--- config.mk ---
export PLATFORM = sky130hd
export DESIGN_NAME = bus_dispatcher_flat
export DESIGN_NICKNAME = d
export VERILOG_FILES = /design/src/rtl/bus_dispatcher_if.sv /design/src/rtl/bus_dispatcher.sv /design/src/flat_wrapper.sv
export SDC_FILE = /design/constraint.sdc
export NUM_CORES = 1
export LEC_CHECK = 0
export ABC_AREA = 1
export CAP_MARGIN = 20
export CORE_MARGIN = 8
export CORE_UTILIZATION = 47
export DETAILED_ROUTE_END_ITERATION = 12
export HOLD_SLACK_MARGIN = 0.02
export MAX_ROUTING_LAYER = met4
export PLACE_DENSITY = 0.8
export SYNTH_ARGS = -nofsm -noshare
export SYNTH_HDL_FRONTEND = slang
export SYNTH_SLANG_ARGS = --single-unit
--- constraint.sdc ---
create_clock -name clk -period 2.2 [get_ports clk]
set_input_delay 0.33 -clock clk [delete_from_list [all_inputs] [get_ports clk]]
set_output_delay 0.33 -clock clk [all_outputs]
set_load 0.02 [all_outputs]
--- src/rtl/bus_dispatcher_if.sv ---
// Dispatcher port bundle: config request, input stream, per-column ready and broadcast bus.
// The drop_cnt output is present only when DISPATCH_DROP_CNT_EN is defined.
interface bus_dispatcher_if #(
    parameter int DATA_WIDTH = 16,
    parameter int NUM_COL    = 4,
    parameter int ID_W       = $clog2(NUM_COL)
);
    logic                      cfg_valid;
    logic                      cfg_ready;
    logic [NUM_COL*ID_W-1:0]   cfg_tags;
    logic [15:0]               cfg_len;
    logic                      in_valid;
    logic                      in_ready;
    logic [DATA_WIDTH-1:0]     in_data;
    logic [ID_W-1:0]           in_id;
    logic [NUM_COL-1:0]        mc_ready;
    logic                      flush;
    logic [NUM_COL*ID_W-1:0]   tag_out;
    logic [DATA_WIDTH-1:0]     bus_data;
    logic [ID_W-1:0]           bus_id;
    logic                      caster_en;
    logic                      done;
`ifdef DISPATCH_DROP_CNT_EN
    logic [7:0]                drop_cnt;

    modport master (
        output cfg_valid, cfg_tags, cfg_len, in_valid, in_data, in_id, mc_ready,
        input  cfg_ready, in_ready, flush, tag_out, bus_data, bus_id, caster_en, done, drop_cnt
    );
    modport slave (
        input  cfg_valid, cfg_tags, cfg_len, in_valid, in_data, in_id, mc_ready,
        output cfg_ready, in_ready, flush, tag_out, bus_data, bus_id, caster_en, done, drop_cnt
    );
`else
    modport master (
        output cfg_valid, cfg_tags, cfg_len, in_valid, in_data, in_id, mc_ready,
        input  cfg_ready, in_ready, flush, tag_out, bus_data, bus_id, caster_en, done
    );
    modport slave (
        input  cfg_valid, cfg_tags, cfg_len, in_valid, in_data, in_id, mc_ready,
        output cfg_ready, in_ready, flush, tag_out, bus_data, bus_id, caster_en, done
    );
`endif
endinterface

--- src/rtl/bus_dispatcher.sv ---
// Tag-flush then broadcast of len words to NUM_COL multicasters; 1-cycle accept-to-bus latency,
// input stalls while any tagged destination column is not ready. DISPATCH_DROP_CNT_EN adds drop_cnt.
module bus_dispatcher #(
    parameter  int DATA_WIDTH = 16,
    parameter  int NUM_COL    = 4,
    localparam int ID_W       = $clog2(NUM_COL)
) (
    input  logic             clk,
    input  logic             rst,
    bus_dispatcher_if.slave  bus
);
    localparam logic [1:0] S_IDLE   = 2'd0;
    localparam logic [1:0] S_FLUSH  = 2'd1;
    localparam logic [1:0] S_STREAM = 2'd2;
    localparam logic [1:0] S_DONE   = 2'd3;

    logic [1:0]               state_q, state_d;
    logic [NUM_COL*ID_W-1:0]  tags_q, tags_d;
    logic [15:0]              cnt_q, cnt_d;
    logic [DATA_WIDTH-1:0]    data_q, data_d;
    logic [ID_W-1:0]          id_q, id_d;
    logic                     cen_q, cen_d;

    logic [NUM_COL-1:0]       match;
    logic                     hit;
    logic                     in_ready;
    logic                     accept;

    always_comb begin
        match = '0;
        for (int c = 0; c < NUM_COL; c++) begin
            match[c] = (tags_q[c*ID_W +: ID_W] == bus.in_id);
        end
    end

    // Unmatched words see an all-ones AND term and are always consumable.
    assign hit      = |match;
    assign in_ready = (state_q == S_STREAM) && (&(bus.mc_ready | ~match));
    assign accept   = bus.in_valid && in_ready;

    always_comb begin
        state_d = state_q;
        tags_d  = tags_q;
        cnt_d   = cnt_q;
        data_d  = data_q;
        id_d    = id_q;
        cen_d   = 1'b0;
        case (state_q)
            S_IDLE: begin
                if (bus.cfg_valid) begin
                    tags_d  = bus.cfg_tags;
                    cnt_d   = bus.cfg_len;
                    state_d = S_FLUSH;
                end
            end
            S_FLUSH: begin
                state_d = (cnt_q != 16'd0) ? S_STREAM : S_DONE;
            end
            S_STREAM: begin
                if (accept) begin
                    cnt_d = cnt_q - 16'd1;
                    if (hit) begin
                        cen_d  = 1'b1;
                        data_d = bus.in_data;
                        id_d   = bus.in_id;
                    end
                    if (cnt_q == 16'd1) begin
                        state_d = S_DONE;
                    end
                end
            end
            S_DONE: begin
                state_d = S_IDLE;
            end
            default: begin
                state_d = S_IDLE;
            end
        endcase
    end

    always_ff @(posedge clk or posedge rst) begin
        if (rst) begin
            state_q <= S_IDLE;
            tags_q  <= '0;
            cnt_q   <= '0;
            data_q  <= '0;
            id_q    <= '0;
            cen_q   <= 1'b0;
        end else begin
            state_q <= state_d;
            tags_q  <= tags_d;
            cnt_q   <= cnt_d;
            data_q  <= data_d;
            id_q    <= id_d;
            cen_q   <= cen_d;
        end
    end

    assign bus.cfg_ready = (state_q == S_IDLE);
    assign bus.in_ready  = in_ready;
    assign bus.flush     = (state_q == S_FLUSH);
    assign bus.tag_out   = (state_q == S_FLUSH) ? tags_q : '0;
    assign bus.bus_data  = data_q;
    assign bus.bus_id    = id_q;
    assign bus.caster_en = cen_q;
    assign bus.done      = (state_q == S_DONE);

`ifdef DISPATCH_DROP_CNT_EN
    logic [7:0] drop_q, drop_d;

    always_comb begin
        drop_d = drop_q;
        if (accept && !hit && (drop_q != 8'hFF)) begin
            drop_d = drop_q + 8'd1;
        end
    end

    always_ff @(posedge clk or posedge rst) begin
        if (rst) begin
            drop_q <= '0;
        end else begin
            drop_q <= drop_d;
        end
    end

    assign bus.drop_cnt = drop_q;
`endif
endmodule

--- src/flat_wrapper.sv ---
// flat-port wrapper written by rule: the top's interface ports become plain ports
module bus_dispatcher_flat 
#(
    parameter  int DATA_WIDTH = 16,
    parameter  int NUM_COL    = 4,
    localparam int ID_W       = $clog2(NUM_COL)
)
  (clk, rst, bus_cfg_valid, bus_cfg_tags, bus_cfg_len, bus_in_valid, bus_in_data, bus_in_id, bus_mc_ready, bus_cfg_ready, bus_in_ready, bus_flush, bus_tag_out, bus_bus_data, bus_bus_id, bus_caster_en, bus_done);
  bus_dispatcher_if #(.DATA_WIDTH(DATA_WIDTH), .NUM_COL(NUM_COL), .ID_W((2))) bus_i ();
  input  logic clk;
  input  logic rst;
  input wire logic [$bits(bus_i.cfg_valid)-1:0] bus_cfg_valid;
  input wire logic [$bits(bus_i.cfg_tags)-1:0] bus_cfg_tags;
  input wire logic [$bits(bus_i.cfg_len)-1:0] bus_cfg_len;
  input wire logic [$bits(bus_i.in_valid)-1:0] bus_in_valid;
  input wire logic [$bits(bus_i.in_data)-1:0] bus_in_data;
  input wire logic [$bits(bus_i.in_id)-1:0] bus_in_id;
  input wire logic [$bits(bus_i.mc_ready)-1:0] bus_mc_ready;
  output wire logic [$bits(bus_i.cfg_ready)-1:0] bus_cfg_ready;
  output wire logic [$bits(bus_i.in_ready)-1:0] bus_in_ready;
  output wire logic [$bits(bus_i.flush)-1:0] bus_flush;
  output wire logic [$bits(bus_i.tag_out)-1:0] bus_tag_out;
  output wire logic [$bits(bus_i.bus_data)-1:0] bus_bus_data;
  output wire logic [$bits(bus_i.bus_id)-1:0] bus_bus_id;
  output wire logic [$bits(bus_i.caster_en)-1:0] bus_caster_en;
  output wire logic [$bits(bus_i.done)-1:0] bus_done;
  assign bus_i.cfg_valid = bus_cfg_valid;
  assign bus_i.cfg_tags = bus_cfg_tags;
  assign bus_i.cfg_len = bus_cfg_len;
  assign bus_i.in_valid = bus_in_valid;
  assign bus_i.in_data = bus_in_data;
  assign bus_i.in_id = bus_in_id;
  assign bus_i.mc_ready = bus_mc_ready;
  assign bus_cfg_ready = bus_i.cfg_ready;
  assign bus_in_ready = bus_i.in_ready;
  assign bus_flush = bus_i.flush;
  assign bus_tag_out = bus_i.tag_out;
  assign bus_bus_data = bus_i.bus_data;
  assign bus_bus_id = bus_i.bus_id;
  assign bus_caster_en = bus_i.caster_en;
  assign bus_done = bus_i.done;
  bus_dispatcher #(.DATA_WIDTH(DATA_WIDTH), .NUM_COL(NUM_COL)) u_core (.clk(clk), .rst(rst), .bus(bus_i));
endmodule
==> results_dict.tcl <==
set metrics [dict create \
    slew_viol_final 0 \
    vias 2699 \
    insertion_delay_ns 0.30 \
    grt_start_max_net_pins 46 \
    rsz0062_at_grt "no" \
    switching_power_mw 2.34 \
    netlist_instances 388 \
    dieHeight_um 91.7 \
    place_ws_ns -0.185 \
    vias_per_cell 4.94 \
    maxCapViolations 0 \
    grt_pass1_vias 2663 \
    leakage_nw 2.05 \
    synthTopCellsByArea "dfrtp_1, nand2_1, nand3_1" \
    cts_root_buf "clkbuf_8" \
    avgSynthCellArea_um2 6.93 \
    period_needed_ns 2.05 \
    slew_headroom_pct 68.7 \
    cts_buffers 5 \
    synth_top_area_cell "dfrtp_1" \
    crit_fanout 5 \
    syn-num-nets 445 \
    p_sw_share_pct 45.8 \
    area_growth_pct 39.3 \
    drtIter0Drc 100 \
    drive_gt1_share_pct 8.44 \
    drc 0 \
    clock_sinks 45 \
    clockBufferDepth 2 \
    cp.required_ns 1.87 \
    post_drt_wl_per_cell_um 13.1 \
    power.density_nw_per_um2 1360 \
    grt_pass1_wl_um 12400 \
    critPathArrivalTime_ns 1.72 \
    endpoint_kind "output port" \
    place_hpwl_um 5330 \
    synth_top_area_share_pct 41.9 \
    grt_usage_pct 18.1 \
    comb_power_share_pct 57.4 \
    postLayoutSetupSlackWorst_ns 0.148 \
    period_share_pct 93.3 \
    p_int_mw 2.77 \
    hold_ws_ns 0.385 \
    clock_skew_ns 0.00784 \
    tritoncts "yes" \
    cp-start-kind "flop" \
    critPathKind "flop to output port" \
    synth_area_um2 2690 \
    yosys_warnings 0 \
    seq_area_frac_synth_pct 41.9 \
    die_area_um2 8400 \
    drt_wl_total_um 7170 \
    ys_types 30 \
    die_x_um 91.7 \
    place.port_buffers 80 \
    routabilityCongestion 0.895 \
    setup_violations 0 \
    synth_seq_cells 45 \
    nNetsFinal 530 \
    core_area_um2 5510 \
    worstHoldPathType "input port to asynchronous set/reset pin" \
    ios 81 \
    max-vdd-ir-drop_mv 0.656 \
    htreeDepth 2 \
    ant_nets 0 \
    status "completed" \
    initial_core_util_pct 48.9 \
    clk_pin_slew_worst_paths_ns 0.09 \
    hold_buffers 0 \
    antenna_found_initial 0 \
    pwr-share-seq_pct 30.1 \
    dr.pass1.iters 6 \
    place_inst 538 \
    nFillCells 470 \
    finalHoldViolations 0 \
    clock.fmax_mhz 487 \
    cts_setup_buffers 0 \
    rows 27 \
    tightest_slew_ns 0.469 \
    num_antenna_cells 0 \
    finalNonFillerCells 546 \
    overflow 0 \
    final_core_util_pct 68.0 \
    pwr-share-clk_pct 12.5 \
]
worst max-delay path, stage by stage (launching register included):
cell	delay, ns
dfrtp_1	0.45
inv_1	0.13
ha_1	0.22
clkdlybuf4s50_1	0.62
path summary, 6_finish.rpt:
path | from | end | slack (ns) | cells after the start
max in group asynchronous | rst | u_core.cnt_q[4] | 1.60 | 3
min in group clk | u_core.cnt_q[1] | u_core.cnt_q[1] | 0.48 | 2
hold reg to reg | u_core.cnt_q[1] | u_core.cnt_q[1] | 0.48 | 2
hold / removal | rst | u_core.bus.bus_data[3] | 0.38 | 3
setup reg to reg | u_core.state_q[0] | u_core.cnt_q[3] | 0.22 | 8
setup / recovery | u_core.state_q[0] | bus_cfg_ready | 0.15 | 3
cells by family after synthesis:
kind of cell | after synthesis | synth area share [%]
flops | 45 | 41.9
buf+inv | 52 | 8.46
compound gates | 23 | 4.93
xor+xnor | 3 | 0.977
mux | 1 | 0.419
fa+ha+maj | 7 | 3.26
simple gates | 257 | 40.1
metrics by stage:
stage                     power (mW)  TNS, ns  area, µm²
final                           5.11        0       3750
after global routing            5.56        0       3750
after CTS                       5.16        0       3730
after detailed placement        4.50   -0.185       3600
after global placement          4.40   -0.128       3600
after floorplan                 3.43        0       2690
layer usage:
| metal | vias to the layer above | track usage (%) | routed length (µm) |
|---|---|---|---|
| met5 | - | - | 0 |
| met2 | 96 | 28.6 | 3240 |
| met1 | 1222 | 22.6 | 3270 |
| met4 | 0 | 5.05 | 74 |
| met3 | 8 | 4.24 | 587 |
| li1 | 1373 | - | - |
synthesized netlist by cell type:
| cell | instances |
|---|---|
| a21oi_1 | 12 |
| a31oi_1 | 1 |
| buf_1 | 1 |
| buf_2 | 2 |
| buf_4 | 2 |
| buf_6 | 3 |
| clkbuf_1 | 4 |
| clkinv_1 | 1 |
| dfrtp_1 | 45 |
| ha_1 | 7 |
| inv_1 | 35 |
| inv_2 | 4 |
| mux2_2 | 1 |
| nand2_1 | 168 |
| nand2_2 | 4 |
| nand2_4 | 1 |
| nand3_1 | 35 |
| nand3_2 | 2 |
| nand3b_1 | 2 |
| nand4_1 | 5 |
| nor2_1 | 31 |
| nor2_2 | 2 |
| nor3_1 | 2 |
| o21ai_0 | 7 |
| o21ai_4 | 1 |
| o21bai_1 | 1 |
| o31ai_1 | 1 |
| or2_2 | 5 |
| xnor2_1 | 2 |
| xor2_1 | 1 |
power groups by stage:
stage,Clock [mW],Combinational [mW],Sequential (mW)
global placement,0,2.88,1.53
CTS,0.652,2.98,1.53
finish,0.638,2.93,1.54
global route,0.686,3.28,1.60
detailed placement,0,2.96,1.54
floorplan,0,1.77,1.66
layout by cell type, fill, tap and decap left out, drive strengths merged, types with 3 or more instances in the layout:
cell           instances
clkbuf                 6
buf                   10
nand2                173
dfrtp                 45
dlymetal6s2s           8
or2                    5
ha                     7
clkdlybuf4s50         71
inv                   38
a21oi                 12
nand3                 37
o21ai                  8
nor2                  33
nand4                  5
clkinv                 3
flip-flops by register name, indices dropped and copies added, names as in the netlist:
register / count
u_core.bus.bus_data: 16
u_core.bus.bus_id: 2
u_core.state_q: 2
u_core.tags_q: 8
u_core.bus.caster_en: 1
u_core.cnt_q: 16
cell type report:
cell class,count,area (µm²),area share (%)
multi-input combinational,291,1350,36.0
tap,72,90.1,2.40
clock buffer,5,68.8,1.84
timing repair buffer,90,916,24.4
inverter,40,150,4.01
clock inverter,3,46.3,1.24
sequential,45,1130,30.1
what timing repair did:
action / CTS / global route
hold endpoints to repair: 0 / 0
gates resized for setup: 3 / 11
cloned: 0 / 0
endpoints found under the setup margin: 10 / 9
Note: power is estimated with default switching activity, not from simulation.
